$ cat src/rtl/ula_sequencial_if.sv
// ula_sequencial_if: operand/opcode/handshake bundle between the control
// unit (master) and the sequential ALU (slave).
interface ula_sequencial_if #(
   parameter int LARGURA = 8
);
   logic               inicio;
   logic [2:0]         ULAOp;
   logic [LARGURA-1:0] Entrada1;
   logic [LARGURA-1:0] Entrada2;
   logic [LARGURA-1:0] Resultado;
   logic [LARGURA-1:0] Set;
   logic               Zero;
   logic               Ocupado;
   logic               Pronto;
   logic               Erro;

   modport master (
      output inicio, ULAOp, Entrada1, Entrada2,
      input  Resultado, Set, Zero, Ocupado, Pronto, Erro
   );

   modport slave (
      input  inicio, ULAOp, Entrada1, Entrada2,
      output Resultado, Set, Zero, Ocupado, Pronto, Erro
   );
endinterface

$ cat src/rtl/ula_sequencial.sv
// ula_sequencial: registered ALU with start/busy/done handshake.
// Single-cycle: add, beq, sub, slt. Multi-cycle: shift-add unsigned multiply
// and (when ULA_DIV_EN is defined) restoring unsigned divide, one step per
// clock. Without ULA_DIV_EN, op 111 completes in one cycle with Erro=1.
module ula_sequencial #(
   parameter int LARGURA = 8
) (
   input  logic            clock,
   input  logic            reset,
   ula_sequencial_if.slave bus
);
   localparam int CW = $clog2(LARGURA + 1);

   typedef enum logic {OCIOSO, CALC} estado_t;

   estado_t            r_estado, w_estado;
   logic [CW-1:0]      r_cont, w_cont;
   logic [LARGURA-1:0] r_m, w_m;
   logic [LARGURA-1:0] r_hi, w_hi;
   logic [LARGURA-1:0] r_lo, w_lo;
   logic [LARGURA-1:0] r_res, w_res;
   logic [LARGURA-1:0] r_set, w_set;
   logic               r_zero, w_zero;
   logic               r_erro, w_erro;
   logic               r_ocup, w_ocup;
   logic               r_pronto, w_pronto;

   logic [LARGURA:0]   w_soma;
   logic [LARGURA-1:0] w_it_hi, w_it_lo;

   logic [LARGURA-1:0] w_u_res, w_u_set;
   logic               w_u_zero, w_u_erro, w_u_longo;

`ifdef ULA_DIV_EN
   logic               r_div, w_div, w_u_div;
   logic [LARGURA:0]   w_rem, w_dif;
`endif

   // Decode of the requested op: single-cycle results or long-op request
   always_comb begin
      w_u_res   = '0;
      w_u_set   = '0;
      w_u_zero  = 1'b0;
      w_u_erro  = 1'b0;
      w_u_longo = 1'b0;
`ifdef ULA_DIV_EN
      w_u_div   = 1'b0;
`endif
      case (bus.ULAOp)
         3'b000, 3'b001, 3'b010: w_u_res = bus.Entrada1 + bus.Entrada2;
         3'b011: w_u_zero = (bus.Entrada1 == bus.Entrada2);
         3'b100: begin
            w_u_res  = bus.Entrada1 - bus.Entrada2;
            w_u_zero = (bus.Entrada1 == bus.Entrada2);
         end
         3'b101: w_u_set = {{(LARGURA-1){1'b0}},
                            ($signed(bus.Entrada1) < $signed(bus.Entrada2))};
         3'b110: w_u_longo = 1'b1;
         3'b111: begin
`ifdef ULA_DIV_EN
            if (bus.Entrada2 == '0) begin
               w_u_res  = '1;
               w_u_set  = bus.Entrada1;
               w_u_erro = 1'b1;
            end else begin
               w_u_longo = 1'b1;
               w_u_div   = 1'b1;
            end
`else
            w_u_erro = 1'b1;
`endif
         end
      endcase
   end

   // One iteration step: hi:lo holds product (mul) or remainder:quotient (div)
   always_comb begin
      w_soma  = {1'b0, r_hi} + (r_lo[0] ? {1'b0, r_m} : '0);
      w_it_hi = w_soma[LARGURA:1];
      w_it_lo = {w_soma[0], r_lo[LARGURA-1:1]};
`ifdef ULA_DIV_EN
      w_rem = {r_hi, r_lo[LARGURA-1]};
      w_dif = w_rem - {1'b0, r_m};
      if (r_div) begin
         // remainder stays below the divisor, so the top bit of the
         // difference is a clean borrow flag
         if (!w_dif[LARGURA]) begin
            w_it_hi = w_dif[LARGURA-1:0];
            w_it_lo = {r_lo[LARGURA-2:0], 1'b1};
         end else begin
            w_it_hi = w_rem[LARGURA-1:0];
            w_it_lo = {r_lo[LARGURA-2:0], 1'b0};
         end
      end
`endif
   end

   // Next-state and next-output logic
   always_comb begin
      w_estado = r_estado;
      w_cont   = r_cont;
      w_m      = r_m;
      w_hi     = r_hi;
      w_lo     = r_lo;
      w_res    = r_res;
      w_set    = r_set;
      w_zero   = r_zero;
      w_erro   = r_erro;
      w_ocup   = r_ocup;
      w_pronto = 1'b0;
`ifdef ULA_DIV_EN
      w_div    = r_div;
`endif
      case (r_estado)
         OCIOSO: begin
            if (bus.inicio) begin
               if (w_u_longo) begin
                  w_estado = CALC;
                  w_ocup   = 1'b1;
                  w_cont   = CW'(LARGURA);
                  w_hi     = '0;
`ifdef ULA_DIV_EN
                  w_div = w_u_div;
                  w_m   = w_u_div ? bus.Entrada2 : bus.Entrada1;
                  w_lo  = w_u_div ? bus.Entrada1 : bus.Entrada2;
`else
                  w_m   = bus.Entrada1;
                  w_lo  = bus.Entrada2;
`endif
               end else begin
                  w_res    = w_u_res;
                  w_set    = w_u_set;
                  w_zero   = w_u_zero;
                  w_erro   = w_u_erro;
                  w_pronto = 1'b1;
               end
            end
         end
         CALC: begin
            w_hi   = w_it_hi;
            w_lo   = w_it_lo;
            w_cont = r_cont - CW'(1);
            if (r_cont == CW'(1)) begin
               w_estado = OCIOSO;
               w_ocup   = 1'b0;
               w_pronto = 1'b1;
               w_erro   = 1'b0;
               w_res    = w_it_lo;
               w_set    = w_it_hi;
`ifdef ULA_DIV_EN
               w_zero   = r_div ? (w_it_lo == '0)
                                : ((w_it_hi == '0) && (w_it_lo == '0));
`else
               w_zero   = (w_it_hi == '0) && (w_it_lo == '0);
`endif
            end
         end
      endcase
   end

   // State register
   always_ff @(posedge clock or posedge reset) begin
      if (reset) r_estado <= OCIOSO;
      else       r_estado <= w_estado;
   end

   // Datapath and output registers
   always_ff @(posedge clock or posedge reset) begin
      if (reset) begin
         r_cont   <= '0;
         r_m      <= '0;
         r_hi     <= '0;
         r_lo     <= '0;
         r_res    <= '0;
         r_set    <= '0;
         r_zero   <= 1'b0;
         r_erro   <= 1'b0;
         r_ocup   <= 1'b0;
         r_pronto <= 1'b0;
`ifdef ULA_DIV_EN
         r_div    <= 1'b0;
`endif
      end else begin
         r_cont   <= w_cont;
         r_m      <= w_m;
         r_hi     <= w_hi;
         r_lo     <= w_lo;
         r_res    <= w_res;
         r_set    <= w_set;
         r_zero   <= w_zero;
         r_erro   <= w_erro;
         r_ocup   <= w_ocup;
         r_pronto <= w_pronto;
`ifdef ULA_DIV_EN
         r_div    <= w_div;
`endif
      end
   end

   assign bus.Resultado = r_res;
   assign bus.Set       = r_set;
   assign bus.Zero      = r_zero;
   assign bus.Ocupado   = r_ocup;
   assign bus.Pronto    = r_pronto;
   assign bus.Erro      = r_erro;
endmodule

$ cat src/flat_wrapper.sv
// flat-port wrapper written by rule: the top's interface ports become plain ports
module ula_sequencial_flat 
#(
   parameter int LARGURA = 8
)
  (clock, reset, bus_inicio, bus_ULAOp, bus_Entrada1, bus_Entrada2, bus_Resultado, bus_Set, bus_Zero, bus_Ocupado, bus_Pronto, bus_Erro);
  ula_sequencial_if #(.LARGURA(LARGURA)) bus_i ();
  input  logic clock;
  input  logic reset;
  input wire logic [$bits(bus_i.inicio)-1:0] bus_inicio;
  input wire logic [$bits(bus_i.ULAOp)-1:0] bus_ULAOp;
  input wire logic [$bits(bus_i.Entrada1)-1:0] bus_Entrada1;
  input wire logic [$bits(bus_i.Entrada2)-1:0] bus_Entrada2;
  output wire logic [$bits(bus_i.Resultado)-1:0] bus_Resultado;
  output wire logic [$bits(bus_i.Set)-1:0] bus_Set;
  output wire logic [$bits(bus_i.Zero)-1:0] bus_Zero;
  output wire logic [$bits(bus_i.Ocupado)-1:0] bus_Ocupado;
  output wire logic [$bits(bus_i.Pronto)-1:0] bus_Pronto;
  output wire logic [$bits(bus_i.Erro)-1:0] bus_Erro;
  assign bus_i.inicio = bus_inicio;
  assign bus_i.ULAOp = bus_ULAOp;
  assign bus_i.Entrada1 = bus_Entrada1;
  assign bus_i.Entrada2 = bus_Entrada2;
  assign bus_Resultado = bus_i.Resultado;
  assign bus_Set = bus_i.Set;
  assign bus_Zero = bus_i.Zero;
  assign bus_Ocupado = bus_i.Ocupado;
  assign bus_Pronto = bus_i.Pronto;
  assign bus_Erro = bus_i.Erro;
  ula_sequencial #(.LARGURA(LARGURA)) u_core (.clock(clock), .reset(reset), .bus(bus_i));
endmodule
$ cat config.mk
export PLATFORM = sky130hd
export DESIGN_NAME = ula_sequencial_flat
export DESIGN_NICKNAME = d
export VERILOG_FILES = /design/src/rtl/ula_sequencial_if.sv /design/src/rtl/ula_sequencial.sv /design/src/flat_wrapper.sv
export SDC_FILE = /design/constraint.sdc
export NUM_CORES = 1
export LEC_CHECK = 0
export ABC_AREA = 1
export CAP_MARGIN = 20
export CORE_ASPECT_RATIO = 0.5
export CORE_MARGIN = 2
export CORE_UTILIZATION = 52
export CTS_BUF_LIST = sky130_fd_sc_hd__clkbuf_4 sky130_fd_sc_hd__clkbuf_8
export DETAILED_ROUTE_END_ITERATION = 10
export PLACE_DENSITY = 0.77
export SKIP_CTS_REPAIR_TIMING = 1
export SYNTH_ARGS = -nofsm -noshare
export SYNTH_HDL_FRONTEND = slang
export SYNTH_SLANG_ARGS = --single-unit
export TNS_END_PERCENT = 30
$ cat constraint.sdc
create_clock -name clock -period 1.8 [get_ports clock]
set_input_delay 0.18 -clock clock [delete_from_list [all_inputs] [get_ports clock]]
set_output_delay 0.18 -clock clock [all_outputs]
set_load 0.1 [all_outputs]
* Word-level counts from Yosys, hierarchy flattened
Cells that the tools add are included.
** Word-level totals
- Bits in registers :: 49
- Output and inout bits :: 20
- Bits of input ports :: 22
** Operators by class
- Add/subtract/negate cells :: 4
- Magnitude comparators :: 1
- Muxes and demuxes :: 42
- Eq/ne operators :: 13
- Reduce and logical (&&, ||, !) cells :: 10
- Bitwise operators :: 1
** Operator list (number)
- 8-bit 2-to-1 mux :: 11
- 8-bit one-hot mux with 2 select lines :: 5
- 1-bit 2-to-1 mux :: 18
- 8-bit zero test :: 2
- 3-bit == test (second input constant) :: 4
- 1-bit one-hot mux with 2 select lines :: 5
- 8-bit by 9-bit adder with 9-bit output :: 1
- 3-bit AND reduction :: 3
- 8-bit adder :: 1
- 8-bit == test :: 1
- 8-bit < comparator :: 1
- 4-bit 2-to-1 mux :: 2
- 4-bit one-hot mux with 2 select lines :: 1
- 8-bit subtractor :: 1
- 3-bit by 2-bit == test with 1-bit output (second input constant) :: 2
- 2-bit != test (second input constant) :: 3
- 4-bit by 1-bit == test with 1-bit output (second input constant) :: 1
- 4-bit by 1-bit subtractor with 4-bit output (second input constant) :: 1
- 3-bit by 1-bit == test with 1-bit output (second input constant) :: 1
- 3-bit zero test :: 1
- 3-bit OR reduction :: 1
- 2-bit by 1-bit != test with 1-bit output (second input constant) :: 1
- 2-bit AND reduction :: 1
- 2-bit OR reduction :: 1
- other kinds (2) :: 2

* Depth between registers and ports, before layout
- Word-level depth :: 6
- Depth in mapped cells :: 14
- Depth with buffers taken out :: 13

* Worst setup path after synthesis
Ideal clock, no wire load.
- Path type :: register to register
- Start point :: register u_core.r_lo[0]
- End point :: register u_core.r_zero, in the netlist u_core.bus.Zero
- Clock period less this slack :: 1.957 ns
- Path slack :: -0.157 ns
- Stages on the path, launching flop included :: 13
- Setup time :: 0.078 ns
- Arrival time :: 1.879 ns
- Required time :: 1.722 ns
- Path buffers :: 1
- Cell sequence :: dfrtp_1 > clkbuf_1 > nand2_1 > inv_1 > ha_1 > fa_1 > nor2_1 > nand3_1 > nor2_1 > nand3_1 > nor2_1 > nand4_1 > a21oi_1
** Between the ends
- Longest elaborated chain between the ends :: 6
- Elaborated cells on any way between the ends :: 7
** RTL lines
- start: declaration :: line ula_sequencial.sv:20 : logic [LARGURA-1:0] r_lo, w_lo;
- start signal: assignment :: line ula_sequencial.sv:187 : r_lo <= w_lo;
- 8-bit 2-to-1 mux (*) :: line ula_sequencial.sv:78 : w_soma = {1'b0, r_hi} + (r_lo[0] ? {1'b0, r_m} : '0);
- 8-bit by 9-bit adder with 9-bit output (*) :: line ula_sequencial.sv:78
- 8-bit zero test :: line ula_sequencial.sv:154 : w_zero = (w_it_hi == '0) && (w_it_lo == '0);
- 1-bit logical AND (*) :: line ula_sequencial.sv:154
- 1-bit 2-to-1 mux (*) :: line ula_sequencial.sv:143 : if (r_cont == CW'(1)) begin
- 1-bit one-hot mux with 2 select lines (*) :: line ula_sequencial.sv:114 : case (r_estado)
- end signal: assignment :: line ula_sequencial.sv:190 : r_zero <= w_zero;
- end: declaration :: line ula_sequencial.sv:23 : logic r_zero, w_zero;
Every way passes the cells marked *; elsewhere a longest branch is shown, timed or not. The select of a mux whose other input is x is not followed.
A chain may end at the register's enable or synchronous reset.

* Worst setup path after layout
Ends and elaborated chain as after synthesis.

==> impl_metrics.ini <==
[global_route]
grt_usage_pct = 25.44
antenna_found_initial = 0
grt_pass1_wl_mm = 14.38
overflow = 0
grt_max_degree = 29
grt_pass1_vias = 3059

[synthesis]
synth_edf_count = 0
netlist_area_mm2 = 0.003406
ys_warn_count = 0
synth-async-reset-ratio_pct = 100.0
yosysSeqAreaShare_pct = 36.00
synth_area_leader_cell = dfrtp_1
synth_top_area_share_pct = 36.00
syn_avg_cell_area_um2 = 7.340
synth_nets = 514
synth.area.top_cells = dfrtp_1 (36%), nand2_1 (17%), ha_1 (9.2%)
synth_flop_cell = dfrtp_1
post_synth_num_cell_types = 35
ys_ff_latch = 49
synthCells = 464

[sta]
hold_violations = 0
skew_ns = 0.003914
relSlewSlack_pct = 72.13
max_freq_mhz = 501.3
finalCritPeriodShare_pct = 110.8
layout_setup_ws_ns = -0.1948
period_minus_slack_ns = 1.995
finalSetupViolCount = 7
tightest_slew_ns = 0.4142
grt_setup_unrepaired = true
finalMaxSlewViolations = 0

[power_and_ir_drop]
cellLeakagePower_nw = 2.382
power_density_mw_per_mm2 = 1471
ir_worst_vdd_uv = 745.6

[clock_tree]
clock_latency_ns = 0.31
clkTransAtPathRegs_ns = 0.08
clock-sinks = 49
cts_buffers = 5
cts_root_buf = clkbuf_8
cts_tree = yes
cts_max_level = 2
clock_path_buffers = 2

[die]
die_w_um = 118.5
ios = 42
die_h_um = 61.23
rows = 20
core_mm2 = 0.006206
die_area_mm2 = 0.007252
start_util_pct = 54.88

[routing]
wl_per_cell_um = 14.12
first_iter_violations = 343
vias = 3389
drc_errors = 0
ant_nets = 0
first_pass_iters = 6
wl_mm = 9.148
viasPerCell = 5.230

[place]
dpl.hpwl_mm = 6.893
dpl_worst_slack_ns = -0.3599
globalplace.congestion = 0.9436
portBuffers = 41

[setup_path]
rrSetupSlack_ns = -0.19
cp_data_required_time_ns = 2.04
worstPathArrival_ns = 2.23
cp-startpoint = u_core.r_lo[0]$_DFFE_PP0P_
reg2reg_depth = 14
crit_type = flip-flop to flip-flop
cp-end-kind = flip-flop
cp_max_fo = 6
cp-start-kind = flip-flop
r2r-end = u_core.bus.Zero$_DFFE_PP0P_
endpoint = u_core.bus.Zero$_DFFE_PP0P_
reg2reg_from = u_core.r_lo[0]$_DFFE_PP0P_

[status]
violations = negative setup slack
status = complete, but fails checks

[cells_and_area]
area_delta_synth_final_pct = 33.54
diodes = 0
drive_gt1_share_pct = 26.61
fillers = 488
fin_util_pct = 73.29
final_nets = 609

[min_path]
min_path_type = input port to async pin

[job]
cap_viol_max_count = 0
[worst max-delay path: stages (launching register included)]
cell and delay [ns]:
dfrtp_1 0.42, buf_4 0.17, nand2_1 0.05, inv_1 0.06, ha_4 0.30, nand2_1 0.06
nand2_1 0.09, inv_1 0.07, nand2_1 0.08, nand2_1 0.06, nand2_1 0.07, nand3_1 0.09
nor2_1 0.09, nand4_1 0.15, a21oi_1 0.16
[cells in the mapped netlist, types with 4 or more instances]
cell type  instances
a21oi_1           13
a21oi_2           10
a31oi_1            4
buf_2              6
buf_4              5
dfrtp_1           49
ha_1              25
inv_1             57
inv_2             10
nand2_1          150
nand3_1           36
nand4_1            9
nor2_1            30
nor3_1             6
o21ai_0           22
o221ai_1           4
[cells by family after synthesis]
family	count (synthesis)	synth area share, %
AOI/OAI and AO/OA	64	12.34
xor gates and xnor gates	1	0.2572
adders and majority gates	28	10.95
buffers and inverters	81	10.14
DFF	49	36.00
and+or+nand+nor	241	30.31
[metal layers]
layer / vias to the layer above / part of all wire [%] / GRT usage (%) / wire (um)
li1: 1690 / - / - / -
met1: 1576 / 47 / 35.62 / 4308
met2: 113 / 45 / 41.70 / 4143
met3: 10 / 6.2 / 3.796 / 563
met4: 0 / 1.4 / 8.844 / 132
met5: - / 0 / 0 / 0
[where the power goes]
| part | total, mW | internal, mW | leakage [nW] | switching (mW) |
|---|---|---|---|---|
| registers | 1.87 | 1.55 | 0.623 | 0.324 |
| logic | 4.15 | 1.30 | 1.71 | 2.84 |
| clock network | 0.674 | 0.322 | 0.0498 | 0.352 |
| total | 6.69 | 3.17 | 2.38 | 3.52 |
[state kept, by name, summed over array words and instances (netlist names)]
name and cells:
u_core.r_lo 8, u_core.bus.Erro 1, u_core.bus.Zero 1, u_core.r_hi 8
u_core.r_estado 1, u_core.r_cont 4, u_core.bus.Pronto 1, u_core.bus.Ocupado 1
u_core.bus.Set 8, u_core.r_m 8, u_core.bus.Resultado 8
[cell usage in the layout, fill, tap and decap left out, types with 2 or more instances in the layout]
master	synthesis	routed
o21ai_0	22	18
nand3_2	0	3
ha_2	0	2
o22ai_1	2	2
clkdlybuf4s50_1	0	20
a21oi_1	13	11
fa_2	0	2
nor3_2	1	3
clkbuf_8	0	5
inv_2	10	13
a21oi_2	10	12
buf_4	5	79
buf_12	0	2
nand2_2	2	9
nor3_1	6	4
a22oi_1	3	3
nand3_1	36	33
a31oi_1	4	4
o221ai_1	4	4
nand2_1	150	143
o21ai_1	1	4
inv_1	57	54
clkbuf_4	0	3
dfrtp_1	49	49
nand3b_1	3	3
ha_1	25	13
nand4_1	9	9
ha_4	0	10
nor2_1	30	30
[area by class of cell]
| type | count | area [um2] | share of cell area (%) |
|---|---|---|---|
| tap | 88 | 110.1 | 2.421 |
| inverter | 67 | 251.5 | 5.530 |
| clock buffer | 8 | 91.34 | 2.008 |
| timing repair buffer | 102 | 845.8 | 18.60 |
| multi-input combinational | 334 | 2023 | 44.48 |
| sequential | 49 | 1226 | 26.96 |
[metrics by stage]
| stage | setup TNS [ns] | power [mW] | cells | hold slack [ns] | area [um2] |
|---|---|---|---|---|---|
| 6_report | -0.5487 | 6.690 | 648 | 0.1177 | 4548 |
| 3_5_place_dp | -2.705 | 5.820 | 639 | 0.4476 | 4275 |
| 4_1_cts | -0.9456 | 6.505 | 647 | 0.1268 | 4367 |
| 2_1_floorplan | -0.04676 | 4.732 | 464 | 0.2896 | 3433 |
| 5_1_grt | -2.004 | 7.085 | 648 | 0.1380 | 4548 |
| 3_3_place_gp | -2.191 | 5.744 | 639 | 0.4446 | 4275 |
[worst min path at each step]
| stage | start | to | cells past startpoint |
|---|---|---|---|
| 2_1_floorplan | bus_Entrada1[2] | u_core.r_m[2]$_DFFE_PP0P_ | 2 |
| 3_3_place_gp | reset | u_core.bus.Set[1]$_DFFE_PP0P_ | 2 |
| 3_5_place_dp | reset | u_core.bus.Set[2]$_DFFE_PP0P_ | 2 |
| 4_1_cts | reset | u_core.bus.Set[1]$_DFFE_PP0P_ | 2 |
| 5_1_grt | reset | u_core.r_cont[2]$_DFFE_PP0P_ | 2 |
| 6_report | reset | u_core.r_hi[2]$_DFFE_PP0P_ | 2 |
Note: power is estimated with default switching activity, not from simulation.
